$ cat config.mk
export PLATFORM = sky130hd
export DESIGN_NAME = hms_updown_timer
export DESIGN_NICKNAME = d
export VERILOG_FILES = /design/src/rtl/timer_pkg.sv /design/src/rtl/mod_updown_cnt.sv /design/src/rtl/hms_updown_timer.sv
export SDC_FILE = /design/constraint.sdc
export NUM_CORES = 1
export LEC_CHECK = 0
export BUFFER_PORTS_ARGS = -buffer_cell sky130_fd_sc_hd__buf_2
export CAP_MARGIN = 10
export CORE_MARGIN = 2
export CORE_UTILIZATION = 30
export DETAILED_ROUTE_END_ITERATION = 8
export GPL_TIMING_DRIVEN = 0
export PLACE_DENSITY = 0.52
export SETUP_SLACK_MARGIN = 0.02
export SYNTH_ARGS = -nofsm -noshare
export SYNTH_HDL_FRONTEND = slang
export SYNTH_SLANG_ARGS = --single-unit
$ cat constraint.sdc
create_clock -name clk -period 5.45 [get_ports clk]
set_input_delay 0.545 -clock clk [delete_from_list [all_inputs] [get_ports clk]]
set_output_delay 0.545 -clock clk [all_outputs]
set_load 0.01 [all_outputs]
$ cat src/rtl/timer_pkg.sv
// Shared types, field limits and preset clamping for the h:m:s timer.
package timer_pkg;

    typedef enum logic [1:0] {
        IDLE = 2'd0,
        RUN  = 2'd1,
        DONE = 2'd2
    } state_t;

    localparam int unsigned SEC_MAX = 59;
    localparam int unsigned MIN_MAX = 59;

    // Saturate a preset value to the field maximum.
    function automatic int unsigned clamp(input int unsigned v, input int unsigned max_v);
        return (v > max_v) ? max_v : v;
    endfunction

endpackage

$ cat src/rtl/mod_updown_cnt.sv
// One modulo-(MAX+1) up/down field with clamped preset load and boundary carry/borrow out.
module mod_updown_cnt
    import timer_pkg::*;
#(
    parameter int unsigned MAX = 59,
    parameter int unsigned W   = 7
) (
    input  logic         clk,
    input  logic         reset,
    input  logic         en,
    input  logic         down,
    input  logic         load,
    input  logic [W-1:0] d,
    output logic [W-1:0] q,
    output logic         co_c
);

    localparam logic [W-1:0] MAX_Q = W'(MAX);

    logic [W-1:0] d_clamped;
    logic         at_bound;

    assign d_clamped = W'(clamp(32'(d), MAX));
    assign at_bound  = down ? (q == '0) : (q == MAX_Q);
    assign co_c      = en & at_bound;

    // Field register: reset, preset load, or one wrapping step when enabled.
    always_ff @(posedge clk) begin
        if (!reset) begin
            q <= '0;
        end else if (load) begin
            q <= d_clamped;
        end else if (en) begin
            if (down) begin
                q <= (q == '0) ? MAX_Q : q - W'(1);
            end else begin
                q <= (q == MAX_Q) ? '0 : q + W'(1);
            end
        end
    end

endmodule

$ cat src/rtl/hms_updown_timer.sv
// Hours:minutes:seconds up/down timer with start/stop/pause control, preset load and expiry/rollover flags.
module hms_updown_timer
    import timer_pkg::*;
#(
    parameter int unsigned CNT_W    = 7,
    parameter int unsigned HOUR_MAX = 23
) (
    input  logic             clk,
    input  logic             reset,
    input  logic             tick_en,
    input  logic             start,
    input  logic             stop,
    input  logic             pause,
    input  logic             mode_down,
    input  logic             load,
    input  logic [CNT_W-1:0] load_h,
    input  logic [CNT_W-1:0] load_m,
    input  logic [CNT_W-1:0] load_s,
    output logic [CNT_W-1:0] seconds_counter,
    output logic [CNT_W-1:0] minutes_counter,
    output logic [CNT_W-1:0] hours_counter,
    output logic             running,
    output logic             expired,
    output logic             rollover
);

    state_t state;
    state_t state_nxt;
    logic   rollover_nxt;
    logic   step_c;
    logic   sec_co;
    logic   min_co;
    logic   hr_co;
    logic   at_zero;
    logic   at_one;

    assign at_zero = (seconds_counter == '0) && (minutes_counter == '0) && (hours_counter == '0);
    assign at_one  = (seconds_counter == CNT_W'(1)) && (minutes_counter == '0) && (hours_counter == '0);

    // A one-second step happens only in RUN on an unpaused tick with no higher-priority request.
    assign step_c = (state == RUN) && !load && !stop && tick_en && !pause;

    mod_updown_cnt #(.MAX(SEC_MAX), .W(CNT_W)) u_sec (
        .clk  (clk),
        .reset(reset),
        .en   (step_c),
        .down (mode_down),
        .load (load),
        .d    (load_s),
        .q    (seconds_counter),
        .co_c (sec_co)
    );

    mod_updown_cnt #(.MAX(MIN_MAX), .W(CNT_W)) u_min (
        .clk  (clk),
        .reset(reset),
        .en   (sec_co),
        .down (mode_down),
        .load (load),
        .d    (load_m),
        .q    (minutes_counter),
        .co_c (min_co)
    );

    mod_updown_cnt #(.MAX(HOUR_MAX), .W(CNT_W)) u_hr (
        .clk  (clk),
        .reset(reset),
        .en   (min_co),
        .down (mode_down),
        .load (load),
        .d    (load_h),
        .q    (hours_counter),
        .co_c (hr_co)
    );

    // Next state and rollover pulse; load beats stop beats start beats tick.
    always_comb begin
        state_nxt    = state;
        rollover_nxt = 1'b0;
        if (load) begin
            state_nxt = IDLE;
        end else begin
            case (state)
                IDLE: begin
                    if (start && !stop) begin
                        state_nxt = (mode_down && at_zero) ? DONE : RUN;
                    end
                end
                RUN: begin
                    if (stop) begin
                        state_nxt = IDLE;
                    end else if (step_c) begin
                        if (mode_down) begin
                            if (at_one) begin
                                state_nxt = DONE;
                            end
                        end else begin
                            rollover_nxt = hr_co;
                        end
                    end
                end
                DONE: begin
                    state_nxt = DONE;
                end
                default: begin
                    state_nxt = IDLE;
                end
            endcase
        end
    end

    // State and status flags, registered so they line up with the counter update edge.
    always_ff @(posedge clk) begin
        if (!reset) begin
            state    <= IDLE;
            running  <= 1'b0;
            expired  <= 1'b0;
            rollover <= 1'b0;
        end else begin
            state    <= state_nxt;
            running  <= (state_nxt == RUN);
            expired  <= (state_nxt == DONE);
            rollover <= rollover_nxt;
        end
    end

endmodule
==> results of run 1 <==
cell families after synthesis:
family,count (synthesis),synth area share
buf+inv,39,0.0772
simple gates,124,0.307
flops,26,0.223
compound gates,105,0.322
mux,1,0.00429
xor+xnor,5,0.0188
fa+ha+maj,9,0.0483
cell usage after synthesis, drive strengths merged (4+ instances only):
cell type	number	area, um2
and3	4	25.0
a31oi	8	50.1
nand2	21	78.8
o221ai	4	35.0
and2	4	25.0
nor2	18	67.6
o21ai	20	100
clkbuf	10	37.5
o211ai	6	45.0
or3	6	42.5
and4b	4	40.0
ha	9	113
a311oi	5	43.8
nor3	14	75.1
a21oi	14	70.1
dfxtp	26	521
nand2b	7	43.8
nand3	18	90.1
nor3b	4	30.0
inv	16	60.1
nor4	5	37.5
buf	13	82.6
o21a	4	30.0
worst register-to-register path, cell delays in order, from the launching register on:
cell and delay, ps:
dfxtp_1 540, ha_1 290, nor4bb_1 480, and4b_1 330, o21a_1 220, buf_4 200, o2bb2ai_1 70, a31o_2 210
final timing paths:
check	start	end	slack, ps	depth (start not counted)
worst min register to register	state[1]$_SDFF_PN0_	state[0]$_SDFF_PN0_	510	1
worst max register to register	u_sec.q[0]$_SDFFE_PN0P_	u_hr.q[0]$_SDFFE_PN0P_	3020	7
worst max-delay path	u_sec.q[0]$_SDFFE_PN0P_	u_hr.q[0]$_SDFFE_PN0P_	3020	7
worst min-delay path	stop	rollover$_SDFF_PP0_	490	2
metrics by stage:
step / cells / utilization
2_1_floorplan: 309 / -
3_3_place_gp: 463 / 0.356
3_5_place_dp: 463 / 0.356
4_1_cts: 467 / 0.365
5_1_grt: 467 / 0.365
6_report: 467 / 0.365
cell usage in the layout (no fill, tap or decap), drive strengths merged, types with 6 or more instances in the layout:
cell type   n
dfxtp      26
o211ai      6
nand2b      7
nor2       18
inv        16
nand2      21
a31oi       8
or3         6
o21ai      20
clkbuf     13
a21oi      14
nor3       14
nand3      18
buf        65
ha          9
per-layer routing:
metal / vias to the layer above / track usage / wire [um]
met5: - / 0 / 0
met3: 10 / 0.0197 / 363
li1: 1305 / - / -
met1: 1211 / 0.269 / 3710
met4: 0 / 0.0597 / 130
met2: 82 / 0.293 / 3650
final cells by class:
type / count / area (um2) / share of cell area
Tap cell: 102 / 128 / 0.0457
Clock inverter: 1 / 30.0 / 0.0108
Timing Repair Buffer: 52 / 260 / 0.0932
Inverter: 16 / 60.1 / 0.0215
Sequential cell: 26 / 520 / 0.186
Clock buffer: 3 / 41.3 / 0.0148
Multi-Input combinational cell: 244 / 1630 / 0.585
Buffer: 23 / 120 / 0.0430
power groups by stage:
| stage | registers (mW) | clock network [mW] | logic [mW] |
|---|---|---|---|
| 5_1_grt | 0.214 | 0.183 | 0.187 |
| 4_1_cts | 0.212 | 0.178 | 0.166 |
| 3_5_place_dp | 0.216 | 0 | 0.166 |
| 6_report | 0.212 | 0.172 | 0.167 |
| 2_1_floorplan | 0.218 | 0 | 0.108 |
| 3_3_place_gp | 0.216 | 0 | 0.166 |
flip-flops by register name, summed over array words and instances, names as in the netlist:
register / cells
state: 2
u_hr.q: 7
u_sec.q: 7
running: 1
rollover: 1
u_min.q: 7
expired: 1
==> flow_metrics.py, run 1 <==
metrics = {
    "sta": {
        "tightest_slew_ps": 689,
        "max_freq_ghz": 0.412,
        "holdWs_ps": 492,
        "post-route-period-util": 0.445,
        "max_slew_margin": 0.541,
        "rsz0062_at_grt": "no",
        "skew_ps": 3.80,
        "hold_violations": 0,
        "period_needed_ps": 2430,
        "slew_violations": 0,
        "timing.setup.tns_ps": 0,
        "fin_ws_ps": 3020,
        "finalSetupViolCount": 0,
    },
    "route": {
        "drtAntennaViolNets": 0,
        "via_per_inst": 5.58,
        "drt-pass1-iter-count": 5,
        "drt-wirelength-per-cell_um": 16.8,
        "routed_wirelength_mm": 7.86,
        "vias": 2608,
        "drc": 0,
        "detail_route.iter0.violations": 197,
    },
    "pwr": {
        "peakVddDrop_mv": 0.0948,
        "p_int_mw": 0.365,
        "power_switching_mw": 0.186,
        "leakage_nw": 1.10,
        "power.share.sequential": 0.384,
        "clockPowerShare": 0.312,
        "swShare": 0.338,
        "total_power_mw": 0.551,
        "p_comb_frac": 0.303,
        "power_density_nw_per_um2": 197,
    },
    "clocking": {
        "clk_pin_slew_worst_paths_ps": 110,
        "cts_hold_buf": 0,
        "cts_sinks": 26,
        "cts-resized-gates": 0,
        "clockBufferDepth": 2,
        "clock_latency_ps": 280,
        "cts_setup_buffers": 0,
        "cts_made_buffers": 3,
        "cts_root_buffer": "clkbuf_8",
        "cts_tree": "built",
        "h-tree-depth": 1,
    },
    "worst_setup_path": {
        "crit_required_ps": 5640,
        "worstSetupPathType": "flip-flop to flip-flop",
        "slowest_stage": "dfxtp_1",
        "crit_path_start_kind": "flip-flop",
        "cp.arrival_ps": 2620,
        "path_delay_family": "simple AND/OR/NAND/NOR gates",
        "end_kind": "flip-flop",
        "slowest_delay_ps": 540,
        "cp_cell_sequence": "ha_1, nor4bb_1, and4b_1, o21a_1, buf_4, o2bb2ai_1, a31o_2",
        "cp_max_fo": 10,
        "path_buf_inv": 1,
    },
    "synth": {
        "netlist_area_um2": 2330,
        "ys_seq_area_frac": 0.223,
        "synth.avg_cell_area_um2": 7.55,
        "synth_seq_cells": 26,
        "synthDistinctLibCells": 69,
        "ys_async_sr_fraction": 0,
        "synth_edf_count": 0,
        "yosysWarningCount": 0,
        "synth_nets": 347,
        "ys.flop_type": "dfxtp_1",
        "syn_inst": 309,
    },
    "hold_path": {
        "worstHoldPathType": "input pin to flip-flop",
    },
    "final_layout": {
        "syn2layout_area_growth_pct": 19.7,
        "final_cell_area_um2": 2790,
        "n_fill_cell": 816,
        "final_layout_size_suffix_gt1_frac": 0.211,
        "antennaDiodeCount": 0,
        "nets": 404,
    },
    "placement": {
        "gp_congestion": 0.901,
        "dp_hpwl_mm": 5.87,
        "io_buffers": 52,
        "placed_area_um2": 2720,
        "dpl_worst_slack_ps": 2900,
    },
    "die": {
        "rows": 32,
        "die_x_um": 92.2,
        "core_area_um2": 7650,
        "die-area_um2": 8500,
        "initial_core_util": 0.305,
        "ioPinCount": 53,
        "dieHeight_um": 92.2,
    },
    "global_route": {
        "track_usage": 0.187,
        "gr-total-overflow": 0,
        "antenna_found_initial": 0,
        "grt_max_degree": 16,
        "grt_pass1_vias": 2495,
        "grt_pass1_wl_mm": 12.9,
    },
    "run_status": {
        "status": "finished, final reports clean",
    },
    "run": {
        "maxCapViolCount": 0,
    },
}
(Power assumes the default switching activity.)
==> inputs of run 2 (changes only) <==
--- a/config.mk
+++ b/config.mk
@@ -5,13 +5,14 @@
 export SDC_FILE = /design/constraint.sdc
 export NUM_CORES = 1
 export LEC_CHECK = 0
+export ABC_AREA = 1
 export BUFFER_PORTS_ARGS = -buffer_cell sky130_fd_sc_hd__buf_2
 export CAP_MARGIN = 10
 export CORE_MARGIN = 2
 export CORE_UTILIZATION = 30
 export DETAILED_ROUTE_END_ITERATION = 8
 export GPL_TIMING_DRIVEN = 0
-export PLACE_DENSITY = 0.52
+export PLACE_DENSITY = 0.54
 export SETUP_SLACK_MARGIN = 0.02
 export SYNTH_ARGS = -nofsm -noshare
 export SYNTH_HDL_FRONTEND = slang
==> constraint.sdc (replaced) <==
create_clock -name clk -period 1.97 [get_ports clk]
set_input_delay 0.197 -clock clk [delete_from_list [all_inputs] [get_ports clk]]
set_output_delay 0.197 -clock clk [all_outputs]
set_load 0.01 [all_outputs]
==> flow_metrics.py, run 2 <==
metrics = {
    "run_status": {
        "status": "finished, final reports clean",
    },
    "global_route": {
        "antenna_found_initial": 0,
        "grt_pass1_wl_mm": 12.1,
        "gr-total-overflow": 0,
        "track_usage": 0.171,
        "grt_pass1_vias": 2534,
        "grt_max_degree": 15,
    },
    "placement": {
        "placed_area_um2": 2760,
        "io_buffers": 51,
        "gp_congestion": 0.890,
        "dp_hpwl_mm": 5.66,
    },
    "route": {
        "vias": 2743,
        "drtAntennaViolNets": 0,
        "drt-wirelength-per-cell_um": 12.6,
        "routed_wirelength_mm": 7.22,
        "via_per_inst": 4.79,
        "drt-pass1-iter-count": 4,
        "drc": 0,
        "detail_route.iter0.violations": 145,
    },
    "sta": {
        "finalSetupViolCount": 0,
        "skew_ps": 2.58,
        "hold_violations": 0,
        "max_freq_ghz": 0.574,
        "post-route-period-util": 0.885,
        "max_slew_margin": 0.589,
        "rsz0062_at_grt": "no",
        "period_needed_ps": 1740,
        "tightest_slew_ps": 616,
        "slew_violations": 0,
    },
    "die": {
        "die_x_um": 93.0,
        "initial_core_util": 0.309,
        "rows": 32,
        "dieHeight_um": 93.0,
        "core_area_um2": 7690,
        "die-area_um2": 8660,
        "ioPinCount": 53,
    },
    "worst_setup_path": {
        "crit_path_start_kind": "flip-flop",
        "crit_required_ps": 2190,
        "cp.arrival_ps": 1960,
        "end_kind": "flip-flop",
        "r2r_setup_slack_ps": 230,
        "cp_max_fo": 8,
        "worstSetupPathType": "flip-flop to flip-flop",
    },
    "final_layout": {
        "top_regs": "u_hr.q (7), u_min.q (7), u_sec.q (7)",
        "n_fill_cell": 893,
        "fin_util": 0.371,
        "syn2layout_area_growth_pct": 19.9,
        "nets": 510,
        "layout_commonest_cell": "nand2_1",
        "layout_common_cells": "nand2_1 (119), buf_2 (56), nand3_1 (52), inv_1 (49), nor2_1 (44)",
        "final_layout_size_suffix_gt1_frac": 0.189,
        "final_cell_area_um2": 2850,
        "antennaDiodeCount": 0,
    },
    "synth": {
        "netlist_area_um2": 2380,
        "syn_inst": 415,
        "netlist.area_leader.share": 0.219,
        "ys_seq_area_frac": 0.219,
        "synth.avg_cell_area_um2": 5.73,
        "netlist_top_cells_area": "dfxtp_1 (22%), nand2_1 (19%), nand3_1 (11%), inv_1 (7.9%), nor2_1 (7.1%)",
        "synth_edf_count": 0,
        "ys_async_sr_fraction": 0,
        "ys.flop_type": "dfxtp_1",
        "synth_seq_cells": 26,
        "yosysWarningCount": 0,
        "synthMostInstantiatedCell": "nand2_1",
        "synthTopCellsByCount": "nand2_1 (120), nand3_1 (52), inv_1 (50), nor2_1 (45), o21ai_0 (27)",
        "synthDistinctLibCells": 31,
        "synth_nets": 453,
        "yosysTopAreaCell": "dfxtp_1",
    },
    "hold_path": {
        "worstHoldPathType": "input pin to flip-flop",
    },
    "clocking": {
        "clock_latency_ps": 270,
        "cts_root_buffer": "clkbuf_8",
        "h-tree-depth": 1,
        "cts_sinks": 26,
        "clk_pin_slew_worst_paths_ps": 100,
        "cts_hold_buf": 0,
        "cts_tree": "built",
        "clockBufferDepth": 2,
        "cts_made_buffers": 3,
    },
    "pwr": {
        "peakVddDrop_mv": 0.236,
        "power_density_nw_per_um2": 507,
        "leakage_nw": 1.47,
    },
    "run": {
        "maxCapViolCount": 0,
    },
}
run 2: changes by cell type after synthesis, sizes merged, moves of 7 or more:
cell    delta
o21ai      +7
nand4      +9
inv       +37
nand3     +35
nor2      +32
a21oi      +9
a31oi      -8
nor3       -9
nand2b     -7
nand2    +103
run 2: report_power, final:
part	internal, mW	switching (mW)
Clock	0.179	0.187
Sequential	0.554	0.0439
Combinational	0.177	0.306
Total	0.911	0.536
run 2: cell families after synthesis:
group / Yosys count / synth area share
AO/OA/AOI/OAI: 53 / 0.115
flip-flops: 26 / 0.219
buffers and inverters: 67 / 0.115
XOR/XNOR: 10 / 0.0368
adder cells (fa/ha/maj): 9 / 0.0473
AND/OR/NAND/NOR: 250 / 0.468
run 2: metrics by stage:
stage	power (mW)	hold slack (ps)	setup TNS (ps)	instances	setup slack, ps
floorplan	0.932	335	0	415	326
global placement	1.08	486	-97.4	568	-30.9
detailed placement	1.09	492	-107	568	-28.4
CTS	1.46	185	0	572	32.0
global route	1.56	197	0	573	27.7
finish	1.45	199	0	573	227
run 2: layout make-up:
type	count	area, um2	share of cell area
tap	102	128	0.0448
inverter	54	203	0.0711
clock buffer	4	55.1	0.0193
buffer	13	70.1	0.0246
multi-input combinational	322	1610	0.563
sequential	26	528	0.185
timing repair buffer	52	263	0.0921
run 2: critical path, stage by stage (launching register included):
cell and delay, ps:
dfxtp_2 380, inv_1 140, ha_1 160, inv_1 30, nor2_1 120, nand2_2 100
nand2_2 140, nand2_2 80, nor2_4 200, nand2_4 110, nand3_1 90, nand2_1 60
nor2_1 80
run 2: final timing paths:
check | startpoint | cells after the start | to
setup / recovery | u_sec.q[1]$_SDFFE_PN0P_ | 12 | u_hr.q[3]$_SDFFE_PN0P_
hold / removal | reset | 3 | u_sec.q[0]$_SDFFE_PN0P_
setup reg to reg | u_sec.q[1]$_SDFFE_PN0P_ | 12 | u_hr.q[3]$_SDFFE_PN0P_
hold reg to reg | u_sec.q[6]$_SDFFE_PN0P_ | 2 | u_sec.q[6]$_SDFFE_PN0P_
run 2: per-layer routing:
metal,global-route usage,up-vias,wire [um]
met4,0.0380,0,41
met5,0,-,0
met2,0.293,47,3510
li1,-,1447,-
met3,0.0177,4,236
met1,0.232,1245,3430
run 2: repair_timing:
item	in CTS	in global routing
setup buffers	0	1
gates resized for setup	1	10
setup endpoints to repair	9	14
pin swaps	0	1
==> inputs of run 3 (changes only) <==
--- a/config.mk
+++ b/config.mk
@@ -10,8 +10,10 @@
 export CAP_MARGIN = 10
 export CORE_MARGIN = 2
 export CORE_UTILIZATION = 30
+export CTS_CLUSTER_SIZE = 20
 export DETAILED_ROUTE_END_ITERATION = 8
 export GPL_TIMING_DRIVEN = 0
+export MAX_ROUTING_LAYER = met4
 export PLACE_DENSITY = 0.54
 export SETUP_SLACK_MARGIN = 0.02
 export SYNTH_ARGS = -nofsm -noshare
==> flow_metrics.py, run 3 (same netlist as run 2, synthesis figures left out) <==
metrics = {
    "run_status": {
        "status": "finished, final reports clean",
    },
    "route": {
        "drc": 0,
        "drtAntennaViolNets": 0,
        "vias": 2740,
        "drt-wirelength-per-cell_um": 12.6,
        "routed_wirelength_mm": 7.22,
        "drt-pass1-iter-count": 4,
        "detail_route.iter0.violations": 139,
        "via_per_inst": 4.78,
    },
    "sta": {
        "skew_ps": 2.53,
        "slew_violations": 0,
        "post-route-period-util": 0.884,
        "period_needed_ps": 1740,
        "rsz0062_at_grt": "no",
        "max_slew_margin": 0.590,
        "holdWs_ps": 202,
        "finalSetupViolCount": 0,
        "hold_violations": 0,
        "max_freq_ghz": 0.574,
        "tightest_slew_ps": 615,
        "fin_ws_ps": 228,
    },
    "final_layout": {
        "fin_util": 0.371,
        "final_layout_size_suffix_gt1_frac": 0.189,
        "syn2layout_area_growth_pct": 19.9,
        "layout_commonest_cell": "nand2_1",
        "nets": 510,
        "layout_common_cells": "nand2_1 (119), buf_2 (56), nand3_1 (52), inv_1 (49), nor2_1 (44)",
        "antennaDiodeCount": 0,
        "top_regs": "u_hr.q (7), u_min.q (7), u_sec.q (7)",
        "final_cells": 573,
    },
    "worst_setup_path": {
        "cp.arrival_ps": 1900,
        "startpoint": "u_sec.q[1]$_SDFFE_PN0P_",
        "crit_required_ps": 2130,
        "r2r-start": "u_sec.q[1]$_SDFFE_PN0P_",
        "cp_max_fo": 8,
        "endpoint": "u_min.q[0]$_SDFFE_PN0P_",
        "end_kind": "flip-flop",
        "reg2regPathDepth": 10,
        "worstSetupPathType": "flip-flop to flip-flop",
        "r2r-end": "u_min.q[0]$_SDFFE_PN0P_",
        "r2r_setup_slack_ps": 230,
        "crit_path_start_kind": "flip-flop",
    },
    "placement": {
        "gp_congestion": 0.905,
        "dp_hpwl_mm": 5.66,
        "io_buffers": 51,
        "dpl.cell_count": 568,
        "dpl_worst_slack_ps": -28.4,
    },
    "global_route": {
        "grt_pass1_vias": 2529,
        "gr-total-overflow": 0,
        "antenna_found_initial": 0,
        "top_usage_layer": "met2",
        "grt_max_degree": 15,
        "grt_pass1_wl_mm": 12.1,
        "grt_use_met3": 0.0169,
        "grtUsageMet2": 0.292,
        "track_usage": 0.176,
        "met1_usage": 0.233,
    },
    "clocking": {
        "cts_hold_buf": 0,
        "cts_tree": "built",
        "cts_made_buffers": 3,
        "cts_root_buffer": "clkbuf_8",
        "clk_pin_slew_worst_paths_ps": 100,
        "clockBufferDepth": 2,
        "clock_latency_ps": 270,
        "h-tree-depth": 1,
        "cts_sinks": 26,
    },
    "die": {
        "ioPinCount": 53,
        "die-area_um2": 8660,
        "die_x_um": 93.0,
        "rows": 32,
        "core_area_um2": 7690,
        "dieHeight_um": 93.0,
        "initial_core_util": 0.309,
    },
    "run": {
        "maxCapViolCount": 0,
    },
    "pwr": {
        "leakage_nw": 1.47,
        "power_density_nw_per_um2": 508,
        "peakVddDrop_mv": 0.236,
    },
    "hold_path": {
        "worstHoldPathType": "input pin to flip-flop",
        "hp-start": "reset",
    },
}
-- run 3: cell counts in the layout (fill, tap and decap cells not counted) --
Identical to the previous run, type by type.
-- run 3: how the worst min path moves through the flow --
stage                                          to  cells after the start
final                     u_sec.q[0]$_SDFFE_PN0P_                      3
after global routing      u_sec.q[0]$_SDFFE_PN0P_                      3
after CTS                 u_sec.q[0]$_SDFFE_PN0P_                      3
after detailed placement  u_sec.q[6]$_SDFFE_PN0P_                      2
after global placement    u_sec.q[6]$_SDFFE_PN0P_                      2
after floorplan           u_sec.q[0]$_SDFFE_PN0P_                      2
-- run 3: routing by layer --
metal  wire (um)  vias to the layer above
li1            -                     1444
met1        3370                     1230
met2        3460                       62
met3         339                        4
met4          41                        0
met5           0                        -
-- run 3: stage by stage --
step	total power, mW	cell area (um2)	TNS [ps]
detailed placement	1.09	2760	-107
global route	1.56	2850	0
global placement	1.08	2760	-97.4
CTS	1.46	2820	0
finish	1.45	2850	0
floorplan	0.932	2380	0
-- run 3: what timing repair did --
action                     in CTS  in global routing
pin swaps                       0                  1
setup endpoints to repair       9                 14
hold endpoints to repair        0                  0
gates resized for setup         1                 10
setup buffers                   0                  1
-- run 3: critical path: stages (launching register included) --
cell,delay (ps)
dfxtp_2,420
ha_2,230
nand2_1,60
nor2_1,130
nand2_1,80
nand2_1,150
nand3_4,130
nand2_2,150
inv_1,120
nand2_1,80
a21oi_1,60
-- run 3: layout make-up --
| type | instances | area (um2) |
|---|---|---|
| Buffer | 13 | 70.1 |
| Tap cell | 102 | 128 |
| Multi-Input combinational cell | 322 | 1610 |
| Fill cell | 893 | 4840 |
| Inverter | 54 | 203 |
| Timing Repair Buffer | 52 | 263 |
| Clock buffer | 4 | 55.1 |
| Sequential cell | 26 | 528 |
-- run 3: report_power, final --
part | switching, mW | total, mW | internal (mW)
Combinational | 0.305 | 0.482 | 0.177
Sequential | 0.0442 | 0.599 | 0.554
Clock | 0.188 | 0.367 | 0.179
